## src/rtl/sample_window_reader_if.sv

```systemverilog
// Stream interface carrying the windowed samples from the reader to the consumer.
// A beat transfers on a rising edge where m_valid and m_ready are both high.
interface sample_window_reader_if #(
  parameter int W = 16
);
  logic [W-1:0] m_data;
  logic         m_valid;
  logic         m_ready;
  logic         m_last;

  modport master (
    output m_data,
    output m_valid,
    output m_last,
    input  m_ready
  );

  modport slave (
    input  m_data,
    input  m_valid,
    input  m_last,
    output m_ready
  );
endinterface

```

## src/rtl/sample_window_reader.sv

```systemverilog
// Waits for the capture window to close, snapshots all stages at once, then
// streams them oldest-first with m_last on the newest sample.
module sample_window_reader #(
  parameter int N = 6,
  parameter int D = 3,
  parameter int W = 16
) (
  input  logic                   clk,
  input  logic                   rst,
  input  logic                   start,
  input  logic [15:0]            count,
  input  logic [N*W-1:0]         samples,
  output logic                   busy,
  output logic                   done,
  output logic [1:0]             dbg_state_o,
  sample_window_reader_if.master m
);

  localparam int IW = (N > 1) ? $clog2(N) : 1;
  // 17-bit close point so D+N-1 can never wrap against the 16-bit counter.
  localparam logic [16:0] CLOSE = 17'(D + N - 1);

  typedef enum logic [1:0] {
    IDLE   = 2'd0,
    ARMED  = 2'd1,
    STREAM = 2'd2
  } state_e;

  state_e          state_q, state_d;
  logic [N*W-1:0]  buf_q, buf_d;
  logic [IW-1:0]   idx_q, idx_d;
  logic [W-1:0]    data_q, data_d;
  logic            valid_q, valid_d;
  logic            last_q, last_d;
  logic            done_q, done_d;

  always_ff @(posedge clk) begin
    if (rst) begin
      state_q <= IDLE;
      buf_q   <= '0;
      idx_q   <= '0;
      data_q  <= '0;
      valid_q <= 1'b0;
      last_q  <= 1'b0;
      done_q  <= 1'b0;
    end else begin
      state_q <= state_d;
      buf_q   <= buf_d;
      idx_q   <= idx_d;
      data_q  <= data_d;
      valid_q <= valid_d;
      last_q  <= last_d;
      done_q  <= done_d;
    end
  end

  always_comb begin
    state_d = state_q;
    buf_d   = buf_q;
    idx_d   = idx_q;
    data_d  = data_q;
    valid_d = valid_q;
    last_d  = last_q;
    done_d  = 1'b0;

    unique case (state_q)
      IDLE: begin
        if (start) begin
          state_d = ARMED;
        end
      end

      ARMED: begin
        // Exact match only: a counter already past CLOSE must wrap around first.
        if ({1'b0, count} == CLOSE) begin
          buf_d   = samples;
          data_d  = samples[(N-1)*W +: W];
          valid_d = 1'b1;
          last_d  = (N == 1);
          idx_d   = IW'(N - 1);
          state_d = STREAM;
        end
      end

      STREAM: begin
        if (valid_q && m.m_ready) begin
          if (idx_q == '0) begin
            valid_d = 1'b0;
            last_d  = 1'b0;
            done_d  = 1'b1;
            state_d = IDLE;
          end else begin
            idx_d  = idx_q - 1'b1;
            data_d = buf_q[int'(idx_d)*W +: W];
            last_d = (idx_d == '0);
          end
        end
      end

      default: begin
        state_d = IDLE;
      end
    endcase
  end

  assign m.m_data    = data_q;
  assign m.m_valid   = valid_q;
  assign m.m_last    = last_q;
  assign busy        = (state_q != IDLE);
  assign done        = done_q;
  assign dbg_state_o = state_q;

endmodule

```

## src/flat_wrapper.sv

```systemverilog
// flat-port wrapper written by rule: the top's interface ports become plain ports
module sample_window_reader_flat 
#(
  parameter int N = 6,
  parameter int D = 3,
  parameter int W = 16
)
  (clk, rst, start, count, samples, busy, done, dbg_state_o, m_m_data, m_m_valid, m_m_last, m_m_ready);
  sample_window_reader_if #(.W(W)) m_i ();
  input  logic clk;
  input  logic rst;
  input  logic start;
  input  logic [15:0] count;
  input  logic [N*W-1:0] samples;
  output logic busy;
  output logic done;
  output logic [1:0] dbg_state_o;
  output wire logic [$bits(m_i.m_data)-1:0] m_m_data;
  output wire logic [$bits(m_i.m_valid)-1:0] m_m_valid;
  output wire logic [$bits(m_i.m_last)-1:0] m_m_last;
  input wire logic [$bits(m_i.m_ready)-1:0] m_m_ready;
  assign m_m_data = m_i.m_data;
  assign m_m_valid = m_i.m_valid;
  assign m_m_last = m_i.m_last;
  assign m_i.m_ready = m_m_ready;
  sample_window_reader #(.N(N), .D(D), .W(W)) u_core (.clk(clk), .rst(rst), .start(start), .count(count), .samples(samples), .busy(busy), .done(done), .dbg_state_o(dbg_state_o), .m(m_i));
endmodule
```

## config.mk

```make
export PLATFORM = sky130hd
export DESIGN_NAME = sample_window_reader_flat
export DESIGN_NICKNAME = d
export VERILOG_FILES = /design/src/rtl/sample_window_reader_if.sv /design/src/rtl/sample_window_reader.sv /design/src/flat_wrapper.sv
export SDC_FILE = /design/constraint.sdc
export NUM_CORES = 1
export LEC_CHECK = 0
export CORE_ASPECT_RATIO = 1.2
export CORE_UTILIZATION = 40
export CTS_CLUSTER_DIAMETER = 200
export DETAILED_ROUTE_END_ITERATION = 7
export GPL_ROUTABILITY_DRIVEN = 0
export HOLD_SLACK_MARGIN = 0.02
export PLACE_DENSITY = 0.77
export SKIP_CTS_REPAIR_TIMING = 1
export SYNTH_ARGS = -nofsm -noshare
export SYNTH_HDL_FRONTEND = slang
export SYNTH_SLANG_ARGS = --single-unit
export TNS_END_PERCENT = 20
```

## constraint.sdc

```tcl
create_clock -name clk -period 2.85 [get_ports clk]
set_clock_uncertainty 0.05 [all_clocks]
set_input_delay 0.7125 -clock clk [delete_from_list [all_inputs] [get_ports clk]]
set_output_delay 0.7125 -clock clk [all_outputs]
set_load 0.05 [all_outputs]
```

==> results summary <==
A synthesized cell averages 9.17 um^2. The H-tree depth is 4. The data arrival time at the worst-slack endpoint came out at 1870 ps. In this run the core area contains 46 standard-cell rows.

The total routed wirelength is 16400 um. The via count of the first global-routing pass came to 5202. The relative area change from synthesis to final layout is 34.8%. The total clock buffers created by CTS came out at 17. The vias per cell is 6.06. The pin count of the biggest net entering global routing came out at 65. The vias after detailed routing came out at 5346. The type of origin of the critical path is a flop.

The count of endpoints failing hold in the final timing report came out at 0. For this run, the leading register cell type out of synthesis is dfxtp_1. Global routing finished with a remaining overflow of 0. For this run, the detailed router's first-pass iteration total came to 5. The clock net sink count came out at 120. The initial antenna violation count was 0.

The die covers 14300 um^2. The number of max-cap violations is 0. In this run the worst path has a maximum fanout of 8.

The largest total area in the synthesized netlist belongs to dfxtp_1. The maximum clock path buffer count came out at 2. The share of the synthesized area in the top cell type came out at 0.434. The standard cell core area came out at 13400 um^2. The sequential-to-total area share from yosys stat is 0.434.

The highest metal layer carrying signal wires in the routed design is met4. The ratio of cells with drive above 1 in the final layout is 0.133. The type of the worst setup path is reg -> out.

The source-to-sink clock delay at the later pin of the worst-skew pair is 410 ps. The final net count came out at 826. The number of pins with negative max-slew slack in the final report came out at 0. The highest clock frequency the design can meet is 0.379 GHz. For this configuration, the core starts out at a cell density of 0.414.

The transition time at the pin with the least slew margin is 685 ps. The count of endpoints failing setup in the final report came out at 0. The instance count of the mapped netlist came out at 603.

The flow ran to the end, and the final reports show no timing, DRC or antenna violations. The count of port buffers added during placement came out at 137. The detailed route wirelength on metal3 came out at 1380 um.

The buffer cell driving the clock tree root is clkbuf_16. TritonCTS built the clock tree. Setup repair after global routing left no endpoint under its margin. The clock transition at the register clock pins on the worst setup and hold paths after CTS came out at 50 ps. The die extent in x is 109 um. The number of synthesized register bits is 120. In this run the power density over the cells is 511 nW/um^2. The overall die height came out at 131 um. In this run the cell area of the synthesized design comes to 5530 um^2. The number of non-filler instances in the completed layout came out at 882. The wire length on met2 came out at 8140 um. The number of distinct standard cells referenced by the synthesized netlist is 39. The net count after synthesis came out at 722.

IR analysis of the VDD net gives a maximum drop of 0.450 mV. The worst-case register-to-register setup slack came out at 590 ps. In the final routing, the length of wire on met1 measures 6580 um. The placed instance count is 856.

The first-pass GRT wire length came out at 25600 um. The worst hold path belongs to the class reg -> reg. The normalized max-slew margin is 0.543.

The part of the cycle the worst path needs is 0.925. The count of nets left with antenna violations once routing finished came out at 0. The violation count after the first detailed-route iteration is 403. Summed over all failing endpoints, the final setup total negative slack is 0 ps.

The endpoint type of the worst setup path is an output port. The proportion of register bits with asynchronous set or reset after synthesis came out at 0. The synthesized design contains 0 enable-type register cells.

The count of unresolved DRC violations after routing came out at 0. In this run the static leakage power is 0.00243 uW. The number of antenna diodes in the final layout is 0. Counting instances in the post-synthesis netlist gives the leading cell types as 120 x dfxtp_1, 99 x a21oi_1, 96 x nand3_1, 94 x o21ai_0, 42 x clkbuf_1. Ranked by total cell area, the synthesized netlist is headed by dfxtp_1 43%, a21oi_1 9.0%, nand3_1 8.7%, o21ai_0 8.5%, mux4_2 6.5%.

The utilization of the core after routing is 0.558. The final critical path time including I/O delays and setup came out at 2640 ps. The estimated wirelength of the detail-placed design came out at 11500 um.

In the global route stage, overall resource usage came out at 0.235. By instance count, the leading cell after synthesis is dfxtp_1. For the worst setup path, the data required time is 2090 ps. After detailed routing, the average wire length per cell comes to 18.6 um.

The number of inserted filler cells in the final layout is 1158. The number of placed I/O pins came out at 138. During synthesis, Yosys emitted a total of 0 warnings.
## through the flow
step                      cell area (um^2)  hold WS [ps]  total power (uW)  setup WS, ps
after detailed placement              6960           414              2020           181
after floorplan                       5530           400              1810           309
after global routing                  7460           444              3920           143
final                                 7460           424              3810           214
after global placement                6960           408              2020           237
after CTS                             7460           421              3820           198
## state kept, by name (all words and copies together), names as in the netlist
name	count
u_core.buf_q	96
u_core.m.m_last	1
u_core.idx_q	3
u_core.dbg_state_o	2
u_core.done	1
u_core.m.m_data	16
u_core.m.m_valid	1
## cells by family after synthesis
| logic type | share of synthesized area |
|---|---|
| AND/OR/NAND/NOR | 0.143 |
| buffers and inverters | 0.0676 |
| AO/OA/AOI/OAI | 0.246 |
| adder cells (fa/ha/maj) | 0.00679 |
| XOR/XNOR | 0.00294 |
| flip-flops | 0.434 |
| multiplexers | 0.0995 |
## power breakdown
part / leakage (uW) / switching [uW] / internal (uW)
registers: 0.000967 / 2.59 / 1680
clock network: 0.000248 / 685 / 1140
logic: 0.00121 / 136 / 169
## worst max-delay path, cell delays in order (launching register included)
cell             delay (ps)
dfxtp_1                 500
or2_2                   170
clkdlybuf4s50_1         790
## cell type report
| class | instances | area (um^2) | share of cell area |
|---|---|---|---|
| Tap cell | 168 | 210 | 0.0282 |
| Clock buffer | 21 | 470 | 0.0631 |
| Timing Repair Buffer | 156 | 1560 | 0.209 |
| Sequential cell | 120 | 2400 | 0.322 |
| Inverter | 2 | 7.51 | 0.00101 |
| Multi-Input combinational cell | 410 | 2780 | 0.372 |
| Clock inverter | 5 | 27.5 | 0.00369 |
## cells in the final DEF, fill, tap and decap left out, types with 2 or more instances in the layout
cell type / instances
buf_4: 16
nand4b_1: 2
clkbuf_8: 3
nand2b_1: 4
ha_1: 3
nand2_1: 2
inv_1: 2
mux4_2: 16
o21ai_1: 4
nor4_4: 3
a221oi_1: 13
a221oi_2: 3
nor2b_1: 2
o21a_1: 2
dfxtp_1: 119
a222oi_1: 16
clkdlybuf4s50_1: 136
or2_2: 2
nor2_1: 18
clkinv_2: 4
buf_12: 4
clkbuf_16: 17
o21ai_0: 94
a21oi_1: 99
mux2_2: 16
nand3_1: 96
## final timing paths
kind                                             from                 end  cells after the start
worst max-delay path            u_core.dbg_state_o[1]                busy                      2
worst min register to register       u_core.buf_q[85]    u_core.buf_q[85]                      2
worst max register to register        u_core.idx_q[0]  u_core.m.m_data[2]                      6
worst min-delay path                 u_core.buf_q[85]    u_core.buf_q[85]                      2
## layer usage
metal,vias up,global-route usage
li1,2468,-
met1,2552,0.290
met2,291,0.393
met3,35,0.0570
met4,0,0.0933
met5,-,0
No activity file was read; power rests on OpenSTA's default activity.
